==> src/rtl/uart_rx_capture.sv <==
// uart_rx_capture: 8N1 UART receiver with 16x oversampling, byte FIFO and
// sticky status flags (framing error, overrun, end-of-test character).
//
// state   | meaning
// --------+---------------------------------------------------------------
// S_IDLE  | line idle, waiting for a falling edge on the synchronized line
// S_START | inside start bit, confirm it is still low at mid-bit
// S_DATA  | sampling 8 data bits at mid-bit, LSB first
// S_STOP  | sampling the stop bit at mid-bit
// S_BREAK | stop bit was low; wait for the line to return high
module uart_rx_capture #(
    parameter int unsigned DIV        = 22,
    parameter int unsigned OVS        = 16,
    parameter int unsigned FIFO_DEPTH = 16,
    parameter logic [7:0]  EOT_CHAR   = 8'h04
) (
    input  logic                          CLK,
    input  logic                          RSTN,
    input  logic                          RXD,
    output logic [7:0]                    rx_data,
    output logic                          rx_valid,
    input  logic                          rx_ready,
    output logic [$clog2(FIFO_DEPTH):0]   fifo_count,
    output logic                          frame_err,
    output logic                          overrun,
    output logic                          eot,
    input  logic                          flag_clr
);

    localparam int unsigned DW = (DIV > 1) ? $clog2(DIV) : 1;
    localparam int unsigned TW = $clog2(OVS);
    localparam int unsigned AW = $clog2(FIFO_DEPTH);
    localparam int unsigned CW = $clog2(FIFO_DEPTH) + 1;

    localparam logic [DW-1:0] DIV_LAST = DW'(DIV - 1);
    localparam logic [TW-1:0] T_HALF   = TW'(OVS / 2 - 1);
    localparam logic [TW-1:0] T_FULL   = TW'(OVS - 1);
    localparam logic [CW-1:0] DEPTH_C  = CW'(FIFO_DEPTH);

    typedef enum logic [2:0] {
        S_IDLE  = 3'd0,
        S_START = 3'd1,
        S_DATA  = 3'd2,
        S_STOP  = 3'd3,
        S_BREAK = 3'd4
    } state_t;

    state_t          state_q, state_d;
    logic            sync1_q, sync2_q, rxs_prev_q;
    logic [DW-1:0]   div_q, div_d;
    logic [TW-1:0]   tcnt_q, tcnt_d;
    logic [2:0]      bitcnt_q, bitcnt_d;
    logic [7:0]      shreg_q, shreg_d;
    logic [AW-1:0]   wr_ptr_q, wr_ptr_d;
    logic [AW-1:0]   rd_ptr_q, rd_ptr_d;
    logic [CW-1:0]   cnt_q, cnt_d;
    logic            frame_err_q, frame_err_d;
    logic            overrun_q, overrun_d;
    logic            eot_q, eot_d;
    logic [7:0]      mem_q [FIFO_DEPTH];

    logic rxs, fall, tick, sample_mid, sample_bit;
    logic push, frame_set, pop, accept;

    assign rxs        = sync2_q;
    assign fall       = rxs_prev_q & ~rxs;
    assign tick       = (state_q != S_IDLE) && (div_q == DIV_LAST);
    assign sample_mid = tick && (tcnt_q == T_HALF);
    assign sample_bit = tick && (tcnt_q == T_FULL);

    // State register plus all datapath flops; everything returns to idle on reset.
    always_ff @(posedge CLK or negedge RSTN) begin
        if (!RSTN) begin
            state_q     <= S_IDLE;
            sync1_q     <= 1'b1;
            sync2_q     <= 1'b1;
            rxs_prev_q  <= 1'b1;
            div_q       <= '0;
            tcnt_q      <= '0;
            bitcnt_q    <= '0;
            shreg_q     <= '0;
            wr_ptr_q    <= '0;
            rd_ptr_q    <= '0;
            cnt_q       <= '0;
            frame_err_q <= 1'b0;
            overrun_q   <= 1'b0;
            eot_q       <= 1'b0;
        end else begin
            state_q     <= state_d;
            sync1_q     <= RXD;
            sync2_q     <= sync1_q;
            rxs_prev_q  <= sync2_q;
            div_q       <= div_d;
            tcnt_q      <= tcnt_d;
            bitcnt_q    <= bitcnt_d;
            shreg_q     <= shreg_d;
            wr_ptr_q    <= wr_ptr_d;
            rd_ptr_q    <= rd_ptr_d;
            cnt_q       <= cnt_d;
            frame_err_q <= frame_err_d;
            overrun_q   <= overrun_d;
            eot_q       <= eot_d;
        end
    end

    // Byte storage needs no reset: reads are masked while the FIFO is empty.
    always_ff @(posedge CLK) begin
        if (accept) begin
            mem_q[wr_ptr_q] <= shreg_q;
        end
    end

    // Next-state logic for the deframing FSM.
    always_comb begin
        state_d = state_q;
        unique case (state_q)
            S_IDLE:  if (fall) state_d = S_START;
            S_START: if (sample_mid) state_d = rxs ? S_IDLE : S_DATA;
            S_DATA:  if (sample_bit && (bitcnt_q == 3'd7)) state_d = S_STOP;
            S_STOP:  if (sample_bit) state_d = rxs ? S_IDLE : S_BREAK;
            S_BREAK: if (rxs) state_d = S_IDLE;
            default: state_d = S_IDLE;
        endcase
    end

    // Oversample divider, per-state tick count, bit count and shift register.
    always_comb begin
        div_d    = div_q;
        tcnt_d   = tcnt_q;
        bitcnt_d = bitcnt_q;
        shreg_d  = shreg_q;

        // Divider idles at 0, which also aligns it on the start-detect cycle.
        if (state_q == S_IDLE || tick) begin
            div_d = '0;
        end else begin
            div_d = div_q + DW'(1);
        end

        if (state_d != state_q) begin
            tcnt_d = '0;
        end else if (tick) begin
            tcnt_d = (tcnt_q == T_FULL) ? '0 : tcnt_q + TW'(1);
        end

        if (state_q == S_START && state_d == S_DATA) begin
            bitcnt_d = '0;
        end else if (state_q == S_DATA && sample_bit) begin
            bitcnt_d = bitcnt_q + 3'd1;
            shreg_d  = {rxs, shreg_q[7:1]};
        end
    end

    // Output decode: push/frame error events, FIFO bookkeeping and sticky flags.
    always_comb begin
        push      = (state_q == S_STOP) && sample_bit && rxs;
        frame_set = (state_q == S_STOP) && sample_bit && !rxs;
        pop       = (cnt_q != '0) && rx_ready;
        // A full FIFO still takes the byte when the head leaves in the same cycle.
        accept    = push && ((cnt_q < DEPTH_C) || pop);

        wr_ptr_d = wr_ptr_q + AW'(accept);
        rd_ptr_d = rd_ptr_q + AW'(pop);

        cnt_d = cnt_q;
        unique case ({accept, pop})
            2'b10:   cnt_d = cnt_q + CW'(1);
            2'b01:   cnt_d = cnt_q - CW'(1);
            default: cnt_d = cnt_q;
        endcase

        // Set has priority over clear so no event is lost to a coincident clear.
        frame_err_d = frame_set                      | (frame_err_q & ~flag_clr);
        overrun_d   = (push && !accept)              | (overrun_q   & ~flag_clr);
        eot_d       = (push && shreg_q == EOT_CHAR)  | (eot_q       & ~flag_clr);
    end

    assign rx_valid   = (cnt_q != '0);
    assign rx_data    = rx_valid ? mem_q[rd_ptr_q] : 8'h00;
    assign fifo_count = cnt_q;
    assign frame_err  = frame_err_q;
    assign overrun    = overrun_q;
    assign eot        = eot_q;

endmodule

==> config.mk <==
export PLATFORM = sky130hd
export DESIGN_NAME = uart_rx_capture
export DESIGN_NICKNAME = d
export VERILOG_FILES = /design/src/rtl/uart_rx_capture.sv
export SDC_FILE = /design/constraint.sdc
export NUM_CORES = 1
export LEC_CHECK = 0
export CAP_MARGIN = 20
export CORE_MARGIN = 5
export CORE_UTILIZATION = 50
export DETAILED_ROUTE_END_ITERATION = 8
export HOLD_SLACK_MARGIN = 0.08
export MAX_ROUTING_LAYER = met4
export PLACE_DENSITY = 0.78
export RECOVER_POWER = 25
export SLEW_MARGIN = 40
export SYNTH_ARGS = -nofsm -noshare
export SYNTH_HDL_FRONTEND = slang
export SYNTH_SLANG_ARGS = --single-unit
==> constraint.sdc <==
create_clock -name CLK -period 3.6 [get_ports CLK]
set_input_delay 0.9 -clock CLK [delete_from_list [all_inputs] [get_ports CLK]]
set_output_delay 0.9 -clock CLK [all_outputs]
set_load 0.02 [all_outputs]
==> results.txt, run 1 <==
Ys Warns -> 0
Critical Path RT -> 2.70 ns
Layout Nets -> 462
top-count cell post-synth -> edfxtp_1
grt ovf -> 0
Max Root-Sink Buffers -> 2
first-pass GRT wire length -> 20100 µm
CTS Buf Count -> 17
Crit. End Element -> primary output
Psw -> 0.00138 W
Clk pin slew, worst setup/hold paths -> 0.06 ns
Top FF cell, synth -> edfxtp_1
met3 GRT Util -> 0.0457
fraction of registers with async set/reset -> 0.247
fin crit period -> 3.49 ns
initial core utilization -> 0.508
Syn-to-layout area delta -> 15.3%
final hold violations -> 0
share of cells above drive strength 1 -> 0.230
Max stage delay cell, worst path -> clkdlybuf4s50_1
Root Driver -> clkbuf_16
CP max stage delay -> 0.56 ns
CTS H-tree lvls -> 4
hold_ws -> 0.366 ns
router iterations before antenna repair -> 5
total number of vias -> 3585
antenna-violating nets left -> 0
clk_lat worst skew -> 0.42 ns
Final GP Congestion -> 0.804
DR vias/cell -> 5.64
Mean Syn Cell Area -> 17.6 µm²
largest area contributor in the netlist -> edfxtp_1
HPWL Detailed -> 7960 µm
Buf/Inv on CP -> 2
number of synthesized flops with an enable pin -> 128
Ports -> 22
combinational share of power -> 0.208
Layout Skew -> 0.00760 ns
Synth top cells by count -> edfxtp_1 (128), dfrtp_1 (39), mux4_2 (32)
Fill cells -> 1006
crit-path max FO -> 12
diode count -> 0
kind of start point of the critical path -> flop
register share of total power -> 0.461
Post-Syn Nets -> 418
DRC -> 0
row count -> 43
die area -> 16500 µm²
Pint -> 0.00364 W
CP top delay family -> buffers and inverters
Syn Inst Count -> 399
Clock Power Share -> 0.331
sequential cell area fraction in the yosys report -> 0.697
final instance area -> 8100 µm²
Max Slew Vio Count -> 43
Die X-Extent -> 129 µm
CTS tree -> built
Period Utilization, post-route -> 0.971
Fmax -> 286 MHz
Net Sw Frac -> 0.275
worst-margin pin slew -> 2.20 ns
Worst Hold Class -> reg2reg
DR iter-0 viols -> 287
outcome -> complete, but fails checks
Post-CTS Resized -> 0
distinct cell type count after synthesis -> 52
power per cell area -> 619 nW/µm²
TritonCTS Sinks -> 170
max-cap check violation count -> 1
setup violators final -> 0
max_slew headroom -> -0.465
worst path cell trace -> buf_12, mux4_2, mux2i_1, o22ai_1, clkdlybuf4s50_1
I/O Buffers -> 21
share of the synthesized area in the top cell type -> 0.547
violations in the final reports -> capacitance limit, slew limit
pin count of the biggest net entering global routing -> 43
synth top area cells -> edfxtp_1 (55%), dfrtp_1 (14%), mux4_2 (10%), mux2i_1 (2.7%), ha_1 (2.3%)
Die Y -> 129 µm
vias in the first global route -> 3712
CORE AREA -> 13800 µm²
Leak -> 3.18 nW
drt total wl -> 12800 µm
M1 GR Usage -> 0.224
VDD IR-drop max -> 537 µV
Util after Layout -> 0.586
Yosys reg bits -> 170
placed instance area -> 7530 µm²
Avg WL per Cell -> 20.1 µm
met2 usage -> 0.255
overall global routing resource usage -> 0.169
Setup TNS Final -> 0 ns
WS Path Type -> reg2out
gr busiest metal -> met2
cell area after synthesis -> 7030 µm²
initial antenna violation count -> 0
crit path DAT -> 2.59 ns
==> sequential cells by signal, summed over array words and instances (netlist names) <==
signal / flops
wr_ptr_q: 4
eot: 1
state_q: 3
tcnt_q: 4
fifo_count: 5
div_q: 5
sync1_q: 1
mem_q: 128
frame_err: 1
bitcnt_q: 3
rxs: 1
shreg_q: 8
overrun: 1
rd_ptr_q: 4
rxs_prev_q: 1
==> metal layers <==
layer	vias up	wire, µm
met4	0	259
met3	27	650
met1	1825	5610
li1	1648	-
met2	85	6260
met5	-	0
==> power groups by stage <==
stage                     combinational (W)  clock, W  sequential (W)
after floorplan                    0.000694         0         0.00234
after global placement             0.000971         0         0.00234
after detailed placement            0.00101         0         0.00235
after CTS                           0.00102   0.00169         0.00231
after global routing                0.00114   0.00178         0.00233
final                               0.00104   0.00166         0.00231
==> logic make-up (layout without fill, tap and decap cells) <==
| family | count (synthesis) | in the layout | synth area share |
|---|---|---|---|
| fa+ha+maj | 14 | 14 | 0.0260 |
| compound gates | 33 | 33 | 0.0310 |
| simple gates | 78 | 78 | 0.0628 |
| xor+xnor | 13 | 13 | 0.0162 |
| mux | 60 | 60 | 0.144 |
| buf+inv | 31 | 88 | 0.0230 |
| flops | 170 | 170 | 0.697 |
==> timing repair <==
action	CTS	global route
hold buffers	0	0
setup endpoints to repair	0	3
setup buffers	0	2
==> layout by cell type, fill, tap and decap left out, types with 13 or more instances in the layout <==
| master | n |
|---|---|
| ha_1 | 13 |
| dfrtp_1 | 38 |
| nor2_1 | 25 |
| clkdlybuf4s50_1 | 19 |
| mux4_2 | 32 |
| mux2i_1 | 19 |
| buf_4 | 22 |
| clkbuf_16 | 18 |
| edfxtp_1 | 128 |
| nand2_1 | 16 |
==> layout make-up <==
type                       instances  area [µm²]  area share
clock buffer                      19         433      0.0534
multi-input combinational        198        1970       0.243
timing repair buffer              46         434      0.0536
sequential                       170        4900       0.605
inverter                          10        37.5     0.00463
clock inverter                    13         103      0.0127
tap                              180         225      0.0278
==> metrics by stage <==
step,cells,power (W),setup slack (ns)
3_5_place_dp,601,0.00336,0.0349
3_3_place_gp,601,0.00331,0.106
2_1_floorplan,399,0.00303,0.560
5_1_grt,636,0.00526,-0.0137
4_1_cts,633,0.00501,0.0196
6_report,636,0.00502,0.106
==> worst paths after layout <==
| path | end | slack [ns] | from | cells after the start |
|---|---|---|---|---|
| setup / recovery | rx_data[5] | 0.11 | rd_ptr_q[0] | 5 |
| hold / removal | rxs | 0.37 | sync1_q | 0 |
| setup reg to reg | fifo_count[4] | 0.45 | tcnt_q[0] | 12 |
| hold reg to reg | rxs | 0.37 | sync1_q | 0 |
| max in group asynchronous | rd_ptr_q[0] | 1.05 | RSTN | 1 |
| min in group asynchronous | tcnt_q[0] | 1.12 | RSTN | 1 |
No activity file was read; power rests on OpenSTA's default activity.
==> run 2: changes to the inputs <==
==> constraint.sdc (replaced) <==
create_clock -name CLK -period 3.6 [get_ports CLK]
set_input_delay 0.9 -clock CLK [delete_from_list [all_inputs] [get_ports CLK]]
set_output_delay 0.9 -clock CLK [all_outputs]
set_load 0.01 [all_outputs]
==> run 2 against run 1 <==
Effect of this change:
- clock skew rose by 0.0016 ns
- fmax grew 1.0%
- via count rose by 1.6%
- count of clock-buffer cells in the layout grew 1
- highest routed layer unchanged
- critical endpoint unchanged
- cell area barely moved
- the run still ends with capacitance limit, slew limit left
==> results.txt, run 2 (same netlist as run 1, synthesis figures left out) <==
outcome -> complete, but fails checks
violations in the final reports -> capacitance limit, slew limit
Ports -> 22 (unchanged)
row count -> 43 (unchanged)
Final GP Congestion -> 0.792 (-1.5%)
max_slew headroom -> -0.469 (-0.00403)
Worst Hold Class -> reg2reg
total number of vias -> 3643 (+1.6%)
worst reg2reg endpoint -> fifo_count[4]
Max stage delay cell, worst path -> mux4_2
Syn-to-layout area delta -> 15.3% (about the same)
CTS tree -> built
diode count -> 0 (unchanged)
worst r2r path cells -> 12 (unchanged)
drt total wl -> 12900 µm (+0.87%)
I/O Buffers -> 21 (unchanged)
Max Root-Sink Buffers -> 2 (unchanged)
final instance area -> 8110 µm² (about the same)
Period Utilization, post-route -> 0.961 (-0.0100)
TritonCTS Sinks -> 170 (unchanged)
Hold Crit Depth -> 0 (unchanged)
VDD IR-drop max -> 435 µV (-19%)
area of the multi-input gates -> 1970 µm² (unchanged)
Die X-Extent -> 129 µm (unchanged)
Stages on worst setup path -> 5 (unchanged)
overall global routing resource usage -> 0.173 (+0.00461)
Post CTS Setup Buffer Count -> 0 (unchanged)
Largest Register -> mem_q
die area -> 16500 µm² (unchanged)
CORE AREA -> 13800 µm² (unchanged)
CP top delay family -> multiplexers
vias in the first global route -> 3752 (+1.1%)
# hold bufs at CTS -> 0 (unchanged)
WS Path Type -> reg2out
max-cap check violation count -> 1 (unchanged)
worst-margin pin slew -> 2.20 ns (+0.00605 ns)
first-pass GRT wire length -> 20700 µm (+3.1%)
kind of start point of the critical path -> flop
antenna-violating nets left -> 0 (unchanged)
power per cell area -> 625 nW/µm² (+0.95%)
Die Y -> 129 µm (unchanged)
R2R Setup Slk -> 0.47 ns (+0.02 ns)
router iterations before antenna repair -> 5 (unchanged)
HPWL Detailed -> 8090 µm (+1.6%)
pin count of the biggest net entering global routing -> 43 (unchanged)
fin crit period -> 3.46 ns (-0.0361 ns)
Leak -> 3.18 nW (about the same)
Max Slew Vio Count -> 43 (unchanged)
Avg WL per Cell -> 20.4 µm (+1.5%)
Setup TNS Final -> 0 ns (unchanged)
Crit. End Element -> primary output
CTS Buf Count -> 17 (unchanged)
placed instance area -> 7530 µm² (unchanged)
crit path DAT -> 2.56 ns (-0.03 ns)
Layout Nets -> 459 (-0.65%)
grt ovf -> 0 (unchanged)
worst path cell trace -> buf_12, mux4_2, mux2i_1, o22ai_1, clkdlybuf4s50_1
Post-CTS Resized -> 0 (unchanged)
Clk pin slew, worst setup/hold paths -> 0.06 ns (about the same)
Fmax -> 289 MHz (+1.0%)
number of flip-flops in the largest register -> 128 (unchanged)
Root Driver -> clkbuf_16
Fill cells -> 989 (-1.7%)
Buf/Inv on CP -> 2 (unchanged)
Regs by FF count -> mem_q: 128 flops, shreg_q: 8 flops
worst-case hold path end point -> rxs
clk_lat worst skew -> 0.42 ns (about the same)
share of cells above drive strength 1 -> 0.221 (-0.00902)
CP max stage delay -> 0.53 ns (-0.03 ns)
final hold violations -> 0 (unchanged)
crit-path max FO -> 11 (-1)
initial core utilization -> 0.508 (unchanged)
DR iter-0 viols -> 277 (-3.5%)
Critical Path RT -> 2.70 ns (about the same)
commonest cells after routing, fill and taps aside -> edfxtp_1 (128), dfrtp_1 (38), mux4_2 (32)
initial antenna violation count -> 0 (unchanged)
Reg area -> 4900 µm² (unchanged)
reg-to-reg startpoint -> tcnt_q[0]
commonest non-fill, non-tap cell in the layout -> edfxtp_1
Layout Skew -> 0.00918 ns (+0.00159 ns)
hold path start -> sync1_q
CTS H-tree lvls -> 4 (unchanged)
RSZ-0062 raised after global routing -> false
DR vias/cell -> 5.76 (+2.3%)
setup violators final -> 0 (unchanged)
DRC -> 0 (unchanged)
run 2: cell type report:
type	instances	area share
clock buffer	20	0.0539
clock inverter	11	0.0179
tap	180	0.0278
inverter	10	0.00463
timing repair buffer	43	0.0486
sequential	170	0.604
multi-input combinational	198	0.243
run 2: power breakdown:
part | internal [W] | switching, W | total [W]
sequential | 0.00219 | 0.000127 | 0.00231
clock | 0.00109 | 0.000719 | 0.00181
combinational | 0.000468 | 0.000479 | 0.000947
run 2: per-layer routing:
metal / global-route usage / routed length [µm] / part of all wire
met5: - / 0 / 0
met4: 0.0488 / 184 / 0.014
met3: 0.0444 / 610 / 0.047
met2: 0.265 / 6370 / 0.49
met1: 0.234 / 5720 / 0.44
run 2: worst max-delay path by stage:
stage,slack (ns),to,start
2_1_floorplan,0.56,fifo_count[4],rx_ready
3_3_place_gp,0.11,fifo_count[4],rx_ready
3_5_place_dp,0.02,fifo_count[4],rx_ready
4_1_cts,0.09,rx_data[6],rd_ptr_q[0]
5_1_grt,0.04,rx_data[7],rd_ptr_q[0]
6_report,0.14,rx_data[5],rd_ptr_q[0]
run 2: stage by stage:
step / utilization / power [W] / std cells / setup WS (ns) / hold WS, ns
2_1_floorplan: - / 0.00300 / 399 / 0.564 / 0.345
3_3_place_gp: 0.544 / 0.00328 / 601 / 0.112 / 0.349
3_5_place_dp: 0.544 / 0.00331 / 601 / 0.0156 / 0.351
4_1_cts: 0.587 / 0.00513 / 632 / 0.0924 / 0.362
5_1_grt: 0.586 / 0.00531 / 632 / 0.0375 / 0.373
6_report: 0.586 / 0.00507 / 632 / 0.142 / 0.364
